**src/rtl/adder_pkg.sv**
```systemverilog
// ============================================================================
// adder_pkg : shared width default and {carry,sum} reference helper
// Rev 1.0
// ============================================================================
`default_nettype none

package adder_pkg;

  localparam int DEFAULT_ADDER_W = 4;

  // Returns {carry, sum}: bit 64 is the carry out of bit w-1, bits [63:0] the
  // sum truncated to w bits. Operands are expected to fit in w bits (1..64).
  function automatic logic [64:0] ref_add(input logic [63:0] a,
                                          input logic [63:0] b,
                                          input logic        ci,
                                          input int unsigned w);
    logic [64:0] full;
    logic [64:0] mask;
    logic [64:0] res;
    full = {1'b0, a} + {1'b0, b} + {64'd0, ci};
    mask = (65'd1 << w) - 65'd1;
    res = full & mask;
    res[64] = full[w];
    return res;
  endfunction

endpackage

`default_nettype wire

```
**src/rtl/rca_full_adder.sv**
```systemverilog
// ============================================================================
// rca_full_adder : single-bit full adder cell for the ripple chain
// Rev 1.0
// ============================================================================
`default_nettype none

module rca_full_adder (
  input  logic a,
  input  logic b,
  input  logic ci,
  output logic s,
  output logic co
);

  logic w_p;

  assign w_p = a ^ b;
  assign s   = w_p ^ ci;
  assign co  = (a & b) | (ci & w_p);

endmodule

`default_nettype wire

```
**src/rtl/ripple_carry_adder.sv**
```systemverilog
// ============================================================================
// ripple_carry_adder : N-bit ripple-carry add-with-carry, registered result
// Rev 1.0
// ============================================================================
`default_nettype none

module ripple_carry_adder
  import adder_pkg::*;
#(
  parameter int N = DEFAULT_ADDER_W
) (
  input  logic         clk,
  input  logic         rst,
  input  logic         in_valid,
  input  logic [N-1:0] A,
  input  logic [N-1:0] B,
  input  logic         Cin,
  output logic [N-1:0] Sum,
  output logic         Cout,
  output logic         out_valid
);

  logic [N:0]   w_c;
  logic [N-1:0] w_sum;
  logic [N-1:0] r_sum;
  logic         r_cout;
  logic         r_out_valid;

  assign w_c[0] = Cin;

  // Unpipelined carry chain: bit i waits on the carry from bit i-1.
  generate
    for (genvar gi = 0; gi < N; gi++) begin : g_bit
      rca_full_adder u_fa (
        .a  (A[gi]),
        .b  (B[gi]),
        .ci (w_c[gi]),
        .s  (w_sum[gi]),
        .co (w_c[gi+1])
      );
    end
  endgenerate

  // Capture only on valid so idle-cycle operands (possibly X) never reach the outputs.
  always_ff @(posedge clk or posedge rst) begin
    if (rst) begin
      r_sum       <= '0;
      r_cout      <= 1'b0;
      r_out_valid <= 1'b0;
    end else begin
      r_out_valid <= in_valid;
      if (in_valid) begin
        r_sum  <= w_sum;
        r_cout <= w_c[N];
      end
    end
  end

  assign Sum       = r_sum;
  assign Cout      = r_cout;
  assign out_valid = r_out_valid;

endmodule

`default_nettype wire

```
**config.mk**
```make
export PLATFORM = sky130hd
export DESIGN_NAME = ripple_carry_adder
export DESIGN_NICKNAME = d
export VERILOG_FILES = /design/src/rtl/adder_pkg.sv /design/src/rtl/rca_full_adder.sv /design/src/rtl/ripple_carry_adder.sv
export SDC_FILE = /design/constraint.sdc
export NUM_CORES = 1
export LEC_CHECK = 0
export ABC_AREA = 0
export CAP_MARGIN = 20
export CORE_AREA = 5 5 42 44
export DETAILED_ROUTE_END_ITERATION = 10
export DIE_AREA = 0 0 47 49
export HOLD_SLACK_MARGIN = 0.06
export MAX_ROUTING_LAYER = met4
export PLACE_DENSITY_LB_ADDON = 0.2
export SLEW_MARGIN = 10
export SYNTH_ARGS = -nofsm -noshare
export SYNTH_HDL_FRONTEND = slang
export SYNTH_HIERARCHICAL = 1
export SYNTH_SLANG_ARGS = --single-unit
```
**constraint.sdc**
```tcl
create_clock -name clk -period 1.1 [get_ports clk]
set_clock_uncertainty 0.05 [all_clocks]
set_input_delay 0.11 -clock clk [delete_from_list [all_inputs] [get_ports clk]]
set_output_delay 0.11 -clock clk [all_outputs]
set_load 0.05 [all_outputs]
```
==> results of run 1 <==
-- Yosys cell counts (all sizes together) --
| cell type | count |
|---|---|
| dfrtp | 6 |
| fa | 4 |
| inv | 1 |
| mux2 | 5 |
-- kinds of logic (layout without fill, tap and decap cells) --
logic type | after synthesis | in the layout | share of synthesized area [%]
flip-flops | 6 | 6 | 51.7
buffers and inverters | 1 | 22 | 1.29
multiplexers | 5 | 5 | 19.4
adder cells (fa/ha/maj) | 4 | 4 | 27.6
-- per-layer routing --
layer	global-route usage, %	vias up
li1	-	94
met5	-	-
met3	6.64	5
met2	12.9	13
met1	6.79	103
met4	4.15	0
-- how the worst max path moves through the flow --
| stage | endpoint | slack [ps] |
|---|---|---|
| floorplan | Sum[3]$_DFFE_PP0P_ | -910 |
| detailed placement | Sum[3]$_DFFE_PP0P_ | -1500 |
| global placement | Sum[3]$_DFFE_PP0P_ | -1400 |
| finish | Sum[3]$_DFFE_PP0P_ | -840 |
| CTS | Sum[3]$_DFFE_PP0P_ | -880 |
| global route | Sum[3]$_DFFE_PP0P_ | -840 |
-- cell type report --
cell class,instances,area (um^2)
clock buffers,3,22.5
fillers,141,818
inverters,1,3.75
multi-input cells,9,150
flip-flops and latches,6,150
well taps,16,20.0
repair buffers,18,236
-- report_power, final --
group / switching, mW / internal (mW)
clock network: 0.0749 / 0.123
registers: 0.0414 / 0.263
logic: 0.210 / 0.240
-- stage by stage --
step | power, mW | instance area (um^2) | utilization, %
after floorplan | 0.491 | 300 | -
after global placement | 0.747 | 551 | 39.3
after detailed placement | 0.762 | 551 | 39.3
after CTS | 0.977 | 578 | 41.3
after global routing | 1.02 | 583 | 41.6
final | 0.953 | 583 | 41.6
-- state kept, by name, indices dropped and copies added, names as in the netlist --
signal and count:
out_valid 1, Cout 1, Sum 4
-- timing repair --
item,CTS,global route
cloned,0,0
pin swaps,4,1
resized for setup,14,2
endpoints found under the setup margin,5,4
hold buffers,1,0
hold endpoints to repair,6,0
==> flow_metrics.env, run 1 <==
export IMPL_r2r_start="Sum[3]$_DFFE_PP0P_"
export IMPL_rows=14
export IMPL_vias_per_cell=4.06
export IMPL_reg2reg_to="Sum[3]$_DFFE_PP0P_"
export IMPL_nNetsFinal=55
export IMPL_crit_type="in2reg"
export IMPL_grt_first_pass_wirelength_um=1160
export IMPL_insertion_delay_ps=240
export IMPL_path_depth=6
export IMPL_cts_max_level=1
export IMPL_fp_dieW_um=47
export IMPL_fin_tns_setup_ps=-2120
export IMPL_finalHoldViolCount=0
export IMPL_grt_max_degree=7
export IMPL_vias=215
export IMPL_wl_met1_um=227
export IMPL_grt_pass1_vias=265
export IMPL_ant_nets=0
export IMPL_finalCritPeriodShare_pct=176
export IMPL_r2r_slack_ps=260
export IMPL_critPathTopFamily="adder cells"
export IMPL_drv_cap=0
export IMPL_yosysTopAreaCellShare_pct=51.7
export IMPL_min_delay_path_depth=3
export IMPL_core_um2=1400
export IMPL_seq_area_frac_synth_pct=51.7
export IMPL_r2r_cells=1
export IMPL_ys_types=4
export IMPL_outcome="finished, violations left"
export IMPL_drtIter0Drc=0
export IMPL_max_freq_mhz=517
export IMPL_violations="setup timing"
export IMPL_crit_path_end_kind="flop"
export IMPL_slew_headroom_pct=80.3
export IMPL_die_y_um=49
export IMPL_post_drt_wl_per_cell_um=14.3
export IMPL_drt_pass1_iter_count=1
export IMPL_highest_layer="met4"
export IMPL_grt_use_total_pct=8.31
export IMPL_crit_top_cell="fa_2"
export IMPL_fin_ws_ps=-836
export IMPL_avgSynthCellArea_um2=18.1
export IMPL_cp_num_buf_inv=1
export IMPL_worstPathMaxFanout=1
export IMPL_cts_tree="done"
export IMPL_setup_violations=4
export IMPL_max_stage_delay_ps=440
export IMPL_antenna_found_initial=0
export IMPL_power_density_nw_per_um2=1630
export IMPL_hold_path_end="Sum[0]$_DFFE_PP0P_"
export IMPL_p_leak_nw=0.263
export IMPL_ys_warnings_count=6
export IMPL_cpMaxStageDelayCell="fa_2"
export IMPL_drt_wl_total_um=760
export IMPL_drv_slew=0
export IMPL_wl_met3_um=98
export IMPL_cp_cell_sequence="buf_6 -> fa_2 -> fa_2 -> fa_2 -> fa_2 -> mux2_4"
export IMPL_cp_arrival_ps=2010
export IMPL_netlist_instances=16
export IMPL_stdcell_count=53
export IMPL_synth_area_um2=290
export IMPL_fin_hold_ws_ps=264
export IMPL_min_from="Cin"
export IMPL_final_cell_mix="dfrtp_1 (6), clkdlybuf4s50_1 (6), buf_12 (6)"
export IMPL_gp_congestion=0.654
export IMPL_startpoint_type="input pin"
export IMPL_ios=18
export IMPL_antenna_cells=0
export IMPL_max_vdd_ir_drop_mv=1.09
export IMPL_critPathRequiredTime_ps=1180
export IMPL_dieArea_um2=2300
export IMPL_min_path_type="in2reg"
export IMPL_cts_sinks=6
export IMPL_synth_top_cell_by_area="dfrtp_1"
export IMPL_place_ws_ps=-1500
export IMPL_port_buffers=17
export IMPL_crit_path_start="Cin"
export IMPL_synthTopCellsByArea="dfrtp_1 (52%), fa_1 (28%), mux2_2 (19%), inv_1 (1.3%)"
export IMPL_root_buffer="clkbuf_4"
export IMPL_syn_to_final_growth_pct=101
export IMPL_grt_ovfl_total=0
export IMPL_ys_ff_latch=6
export IMPL_drc=0
export IMPL_syn_num_nets=32
export IMPL_finalCriticalPeriod_ps=1940
export IMPL_start_util_pct=20.7
export IMPL_cts_buffers=3
export IMPL_cts_setup_buffers=0
export IMPL_cts_buffer_depth=2
export IMPL_worst_pin_slew_ps=295
export IMPL_met2_length_um=415
export IMPL_cts_clk_slew_worst_paths_ps=40
export IMPL_drive_gt1_share_pct=56.8
export IMPL_rsz0062_at_grt="true"
export IMPL_placed_cells=49
Power figures use the tool's default switching activity.
==> run 2: changes to the inputs <==
--- a/config.mk
+++ b/config.mk
@@ -8,8 +8,10 @@
 export ABC_AREA = 0
 export CAP_MARGIN = 20
 export CORE_AREA = 5 5 42 44
+export CTS_BUF_LIST = sky130_fd_sc_hd__clkbuf_4 sky130_fd_sc_hd__clkbuf_8
 export DETAILED_ROUTE_END_ITERATION = 10
 export DIE_AREA = 0 0 47 49
+export DONT_BUFFER_PORTS = 1
 export HOLD_SLACK_MARGIN = 0.06
 export MAX_ROUTING_LAYER = met4
 export PLACE_DENSITY_LB_ADDON = 0.2
==> flow_metrics.env, run 2 (synthesis gave the netlist of run 1 again) <==
export IMPL_outcome="finished, violations left"
export IMPL_violations="setup timing"
export IMPL_cts_buffers=3
export IMPL_antenna_cells=0
export IMPL_wl_met1_um=211
export IMPL_dp_hpwl_um=489
export IMPL_crit_type="in2reg"
export IMPL_dieArea_um2=2300
export IMPL_final_cell_mix="dfrtp_1 (6), buf_4 (5), fa_2 (4)"
export IMPL_cts_max_level=1
export IMPL_drt_wl_total_um=583
export IMPL_p_sw_uw=292
export IMPL_rsz0062_at_grt="true"
export IMPL_drtIter0Drc=0
export IMPL_grt_pass1_vias=207
export IMPL_drv_cap=0
export IMPL_drc=0
export IMPL_critPathRequiredTime_ps=1170
export IMPL_p_leak_nw=0.176
export IMPL_grt_ovfl_total=0
export IMPL_wl_met3_um=79
export IMPL_die_y_um=49
export IMPL_startpoint_type="input pin"
export IMPL_cts_sinks=6
export IMPL_n_fill_cell=151
export IMPL_core_um2=1400
export IMPL_highest_layer="met3"
export IMPL_vias=171
export IMPL_power_frac_seq_pct=36.7
export IMPL_p_int_uw=495
export IMPL_worst_pin_slew_ps=453
export IMPL_cp_arrival_ps=1830
export IMPL_pwr_share_comb_pct=37.7
export IMPL_insertion_delay_ps=240
export IMPL_met2_length_um=293
export IMPL_drv_slew=0
export IMPL_drt_pass1_iter_count=1
export IMPL_finalCritPeriodShare_pct=159
export IMPL_min_delay_path_depth=2
export IMPL_r2r_cells=1
export IMPL_switching_share_pct=37.1
export IMPL_fin_ws_ps=-654
export IMPL_stdcell_count=42
export IMPL_rows=14
export IMPL_finalHoldViolCount=0
export IMPL_fin_tns_setup_ps=-1630
export IMPL_slew_headroom_pct=69.8
export IMPL_cts_setup_buffers=0
export IMPL_antenna_found_initial=0
export IMPL_start_util_pct=20.7
export IMPL_finalCriticalPeriod_ps=1750
export IMPL_worstPathMaxFanout=1
export IMPL_fin_hold_ws_ps=148
export IMPL_seqCellArea_um2=150
export IMPL_power_density_nw_per_um2=1930
export IMPL_drive_gt1_share_pct=65.4
export IMPL_max_freq_mhz=570
export IMPL_layout_commonest_cell="dfrtp_1"
export IMPL_vias_per_cell=4.07
export IMPL_min_path_type="in2reg"
export IMPL_ant_nets=0
export IMPL_grt_first_pass_wirelength_um=1010
export IMPL_grt_use_total_pct=7.10
export IMPL_setup_violations=5
export IMPL_root_buffer="clkbuf_4"
export IMPL_max_vdd_ir_drop_mv=0.717
export IMPL_post_drt_wl_per_cell_um=13.9
export IMPL_placed_cells=37
export IMPL_fp_dieW_um=47
export IMPL_syn_to_final_growth_pct=40.5
export IMPL_multiInputGateArea_um2=154
export IMPL_grt_max_degree=7
export IMPL_pwr_share_clk_pct=25.6
export IMPL_nNetsFinal=44
export IMPL_cts_buffer_depth=2
export IMPL_cts_clk_slew_worst_paths_ps=50
export IMPL_largest_register_ffs=4
export IMPL_gp_congestion=0.592
export IMPL_cts_tree="done"
export IMPL_ios=18
export IMPL_port_buffers=0
export IMPL_crit_path_end_kind="flop"
-- run 2: final timing paths --
path | from | endpoint | slack (ps)
worst max-delay path | A[0] | Sum[3]$_DFFE_PP0P_ | -650
min in group asynchronous | rst | Sum[1]$_DFFE_PP0P_ | 170
worst max register to register | Cout$_DFFE_PP0P_ | Cout$_DFFE_PP0P_ | 290
worst min register to register | Sum[2]$_DFFE_PP0P_ | Sum[2]$_DFFE_PP0P_ | 460
worst min-delay path | B[3] | Cout$_DFFE_PP0P_ | 150
max in group asynchronous | rst | out_valid$_DFF_PP0_ | 630
-- run 2: per-layer routing --
metal,GRT usage (%),up-vias
li1,-,73
met1,6.86,86
met2,9.28,12
met3,5.17,0
met4,5.53,0
met5,-,-
-- run 2: cell type report --
cell class                 count  share of cell area (%)
inverter                       1                   0.920
tap                           16                    4.91
multi-input combinational      9                    37.7
timing repair buffer           7                    14.1
clock buffer                   3                    5.52
sequential                     6                    36.8
-- run 2: metrics by stage --
stage | worst slack [ps] | util, % | cell area [um^2] | total power [mW]
floorplan | -911 | - | 300 | 0.491
global placement | -932 | 25.5 | 358 | 0.569
detailed placement | -939 | 25.5 | 358 | 0.574
CTS | -651 | 28.4 | 398 | 0.796
global route | -682 | 29.1 | 408 | 0.838
finish | -654 | 29.1 | 408 | 0.788
-- run 2: worst max-delay path, cell delays in order --
cell and delay, ps:
fa_2 370, fa_2 340, fa_2 340, fa_2 400, mux2_2 260
-- run 2: power groups by stage --
stage | registers [mW] | clock network (mW) | logic, mW
after floorplan | 0.430 | 0 | 0.0608
final | 0.289 | 0.202 | 0.297
after CTS | 0.290 | 0.212 | 0.294
after detailed placement | 0.292 | 0 | 0.282
after global placement | 0.291 | 0 | 0.278
after global routing | 0.295 | 0.224 | 0.319
-- run 2: what timing repair did --
item / 4_1_cts / 5_1_grt
endpoints found under the setup margin: 4 / 3
gates resized for setup: 2 / 0
hold buffers: 1 / 1
endpoints found under the hold margin: 12 / 6
pin swaps: 1 / 0
